**src/rtl/fifo_256x8_sync.sv**
```systemverilog
// fifo_256x8_sync: 256x8 synchronous FIFO, registered read data one edge after the pop, threshold flag.
module fifo_256x8_sync #(
  parameter int DEPTH = 256,
  parameter int WIDTH = 8,
  parameter logic [7:0] THRESHOLD = 8'd128
) (
  input  logic             CLK,
  input  logic             RESET,
  input  logic [WIDTH-1:0] DATA_IN,
  input  logic             WRB,
  input  logic             RDB,
  output logic [WIDTH-1:0] DATA_OUT,
  output logic             FULL,
  output logic             EMPTY,
  output logic             GEQTH
);
  localparam int AW = $clog2(DEPTH);
  logic [WIDTH-1:0] mem_q [DEPTH];
  logic [AW-1:0] wr_ptr_q, wr_ptr_d, rd_ptr_q, rd_ptr_d, cnt_q, cnt_d, pend_addr_q, pend_addr_d;
  logic pend_q, pend_d, wr_en, rd_en;
  logic [WIDTH-1:0] dout_q, dout_d;
  assign FULL = cnt_q == AW'(DEPTH - 1);
  assign EMPTY = cnt_q == '0;
  assign GEQTH = cnt_q >= AW'(THRESHOLD);
  assign DATA_OUT = dout_q;
  assign wr_en = !WRB && !FULL;
  assign rd_en = !RDB && !EMPTY;
  // the popped slot cannot be rewritten before the next edge, since wr_ptr == rd_ptr only when empty
  always_comb begin
    wr_ptr_d = wr_en ? wr_ptr_q + 1'b1 : wr_ptr_q;
    rd_ptr_d = rd_en ? rd_ptr_q + 1'b1 : rd_ptr_q;
    cnt_d = cnt_q + AW'(wr_en) - AW'(rd_en);
    pend_d = rd_en;
    pend_addr_d = rd_en ? rd_ptr_q : pend_addr_q;
    dout_d = pend_q ? mem_q[pend_addr_q] : dout_q;
  end
  always_ff @(posedge CLK) begin
    if (RESET) begin
      wr_ptr_q <= '0;
      rd_ptr_q <= '0;
      cnt_q <= '0;
      pend_q <= 1'b0;
      pend_addr_q <= '0;
      dout_q <= '0;
    end else begin
      wr_ptr_q <= wr_ptr_d;
      rd_ptr_q <= rd_ptr_d;
      cnt_q <= cnt_d;
      pend_q <= pend_d;
      pend_addr_q <= pend_addr_d;
      dout_q <= dout_d;
    end
  end
  always_ff @(posedge CLK) begin
    if (!RESET && wr_en) mem_q[wr_ptr_q] <= DATA_IN;
  end
endmodule

```
**config.mk**
```make
export PLATFORM = sky130hd
export DESIGN_NAME = fifo_256x8_sync
export DESIGN_NICKNAME = d
export VERILOG_FILES = /design/src/rtl/fifo_256x8_sync.sv
export SDC_FILE = /design/constraint.sdc
export NUM_CORES = 2
export LEC_CHECK = 0
export ABC_AREA = 1
export CAP_MARGIN = 5
export CORE_MARGIN = 2
export CORE_UTILIZATION = 45
export CTS_BUF_LIST = sky130_fd_sc_hd__clkbuf_4 sky130_fd_sc_hd__clkbuf_8 sky130_fd_sc_hd__clkbuf_16
export DETAILED_ROUTE_END_ITERATION = 16
export GPL_ROUTABILITY_DRIVEN = 0
export PLACE_DENSITY_LB_ADDON = 0.1
export SLEW_MARGIN = 20
export SYNTH_ARGS = -nofsm -noshare
export SYNTH_HDL_FRONTEND = slang
export SYNTH_SLANG_ARGS = --single-unit
export TNS_END_PERCENT = 5
```
**constraint.sdc**
```tcl
create_clock -name CLK -period 6.6 [get_ports CLK]
set_clock_uncertainty 0.05 [all_clocks]
set_input_delay 1.32 -clock CLK [delete_from_list [all_inputs] [get_ports CLK]]
set_output_delay 1.32 -clock CLK [all_outputs]
set_load 0.02 [all_outputs]
```
==> flow_summary_export.csv <==
group,metric,value,unit
synth,ys_seq_area_share,73.4,%
sta,max_clock_freq,244,MHz
sta,layout_worst_path_cycle_share,62.2,%
routing,antenna_left,0,
power_and_ir_drop,vdd_ir_drop_max,0.000254,V
worst_setup_path,critical-path-slowest-cell,"dfxtp_4",
cells_and_area,drive_gt1_share,6.26,%
cells_and_area,mostFrequentLayoutCells,"nand2_1, edfxtp_1, nand3_1, nor2_1, clkbuf_16",
worst_setup_path,ff2ff_setup_slack,2.49,ns
clock_network,cts_hold_repair.buffers,0,
cells_and_area,fillerInstances,16400,
floorplanning,core_area,188000,um^2
clock_network,cts-resized-gates,0,
synth,ys_ff_latch,2089,
clock_network,cts_setup_buffers,0,
floorplanning,die_y,438,um
synth,syn_avg_cell_area,11.8,um^2
cells_and_area,multi_input_area,20000,um^2
sta,totalNegativeSetupSlack,0,ns
cells_and_area,final_cell_count_no_fill,9688,
status,status,"finished clean",
routing,initial_drc_count,6311,
cells_and_area,seqCellArea,62300,um^2
sta,rsz0062_at_grt,"no",
sta,finalHoldViolCount,0,
worst_setup_path,critical-path-top-delay-family,"simple AND/OR/NAND/NOR gates",
worst_setup_path,critPathRequiredTime,7.34,ns
grt,grt.overflow.total,0,
floorplanning,start_util,45.3,%
place,hpwl,136,mm
synth,yosys_most_used_dff,"edfxtp_1",
routing,routed-via-count,54900,
grt,grt_max_degree,195,
synth,synthTopCellsByArea,"edfxtp_1, nand3_1, nand2_1, buf_2, nor2_1",
floorplanning,design.die.area,192000,um^2
cells_and_area,area.growth.synth_to_final,10.5,%
worst_setup_path,worst_path_largest_cell_delay,0.91,ns
floorplanning,io-pin-count,23,
sta,timing_worst_slew_pin_value,1.09,ns
synth,ys_async_sr_fraction,0,%
clock_network,cts-root-to-sink-buffers,3,
routing,drc_errors,0,
cells_and_area,fin_util,50.0,%
place,number_of_buffer_cells_added_on_primary_ports,22,
synth,yosys_warnings,0,
worst_setup_path,timing.critical_path.from_type,"flop",
clock_network,clk_pin_slew_worst_paths,0.06,ns
sta,final-setup-viol-count,0,
worst_setup_path,cells_on_worst_reg2reg_path,14,
job,maxCapViolCount,0,
grt,grt_antenna_before_repair,6,
power_and_ir_drop,p_per_area,338,nW/um^2
worst_setup_path,path_cells,"buf_12 -> buf_4 -> nand2_1 -> nand3_1 -> nand3_1 -> nand3_1 -> nand3_1 -> nand3_1 -> nand3_1 -> nand2_1 -> nand2_1 -> nand3_1 -> nand2_1 -> inv_1",
grt,grt.total_usage,25.1,%
place,placed_cells_incl_taps,9298,
clock_network,htreeDepth,4,
synth,synthDistinctLibCells,30,
worst_setup_path,worst-setup-path-type,"reg2reg",
hold_path,hold_class,"reg2reg",
synth,mapped_cells,7192,
routing,detail_route.wirelength,244,mm
floorplanning,fp-row-count,159,
worst_setup_path,worst-path-stages,14,
synth,synthDominantAreaCellType,"edfxtp_1",
synth,synth.top_cell.area_share,72.4,%
clock_network,numCtsBuffers,211,
cells_and_area,final_nets,7049,
worst_setup_path,cp.buffers_inverters,3,
synth,synth_area,84900,um^2
hold_path,worst_hold_path.num_cells,2,
synth,mappedNetlistNets,7225,
worst_setup_path,cp_data_arrival_time,4.85,ns
sta,min_period,4.11,ns
clock_network,clock_tree_from_tritoncts,"yes",
clock_network,clockRootBuffer,"clkbuf_16",
routing,drt-vias-per-instance,5.67,
worst_setup_path,worstPathMaxFanout,166,
clock_network,worstSkewPairLatency,0.85,ns
sta,maxSlewHeadroom,27.0,%
sta,slew_viol_final,0,
clock_network,numClockSinks,2089,
cells_and_area,mostFrequentLayoutCell,"nand2_1",
power_and_ir_drop,leakagePower,32.1,nW
routing,first_pass_iters,9,
routing,routed_wire_length_per_instance,25.2,um
grt,grt_pass1_vias,52600,
floorplanning,die-width,438,um
synth,synth_edf_count,2048,
worst_setup_path,cp_common_cell,"nand3_1",
worst_setup_path,critical_path.endpoint_type,"flop",
grt,grt_pass1_wl,354,mm
## final timing paths
path                                     start           to
worst max-delay path            pend_addr_q[0]  DATA_OUT[4]
worst min-delay path               rd_ptr_q[7]  rd_ptr_q[7]
worst max register to register  pend_addr_q[0]  DATA_OUT[4]
worst min register to register     rd_ptr_q[7]  rd_ptr_q[7]
## layer usage
metal  global-route usage, %  part of all wire [%]  up-vias
li1                        -                     -    25200
met1                    35.6                    43    27200
met2                    39.9                    47     2254
met3                    3.94                   7.3      367
met4                    7.74                   2.9        0
met5                       0                     0        -
## cell families (layout without fill, tap and decap cells)
family / count (synthesis) / after routing / synth area share, %
other: 0 / 4 / 0
flip-flops: 2089 / 2089 / 73.4
AND/OR/NAND/NOR: 4478 / 4478 / 22.8
buffers and inverters: 550 / 547 / 3.13
AO/OA/AOI/OAI: 54 / 54 / 0.339
adder cells (fa/ha/maj): 21 / 21 / 0.318
## through the flow
| step | hold slack, ns | setup WS, ns | power [mW] | cell area [um^2] |
|---|---|---|---|---|
| 2_1_floorplan | 0.386 | 3.28 | 18.2 | 84900 |
| 3_3_place_gp | 0.401 | 1.34 | 20.0 | 86900 |
| 3_5_place_dp | 0.401 | 1.63 | 20.0 | 86900 |
| 4_1_cts | 0.417 | 2.54 | 31.9 | 93800 |
| 5_1_grt | 0.463 | 2.25 | 32.9 | 93800 |
| 6_report | 0.423 | 2.49 | 31.7 | 93800 |
## Yosys cell counts (2+ instances only)
master,count
inv_4,2
buf_1,38
nand2_1,2121
o21ai_0,21
nand4_1,4
inv_1,51
nand3_1,2046
buf_6,5
clkbuf_1,110
clkinv_1,3
nor2_1,294
ha_1,20
buf_2,289
a21oi_1,26
dfxtp_1,41
nor3_1,10
edfxtp_1,2048
buf_4,51
## power breakdown
| part | total (mW) | switching [mW] | internal (mW) |
|---|---|---|---|
| registers | 14.8 | 0.155 | 14.6 |
| logic | 5.05 | 3.75 | 1.30 |
| clock network | 11.9 | 4.99 | 6.93 |
## registers in the layout, indices dropped and copies added (netlist names)
register,count
DATA_OUT,8
cnt_q,8
mem_q,2048
pend_addr_q,8
pend_q,1
rd_ptr_q,8
wr_ptr_q,8
## worst reg2reg max path, stage by stage (launching register included)
cell,delay (ns)
dfxtp_4,0.91
buf_12,0.59
buf_4,0.90
nand2_1,0.12
nand3_1,0.12
nand3_1,0.13
nand3_1,0.24
nand3_1,0.19
nand3_1,0.15
nand3_1,0.20
nand2_1,0.15
nand2_1,0.09
nand3_1,0.11
nand2_1,0.06
inv_1,0.04
## layout make-up
type,count,area share (%)
clock inverter,120,1.17
tap,2495,3.33
multi-input combinational,4553,21.3
antenna,4,0.0107
sequential,2089,66.4
timing repair buffer,104,1.21
clock buffer,266,6.22
inverter,57,0.273
No activity file was read; power rests on OpenSTA's default activity.
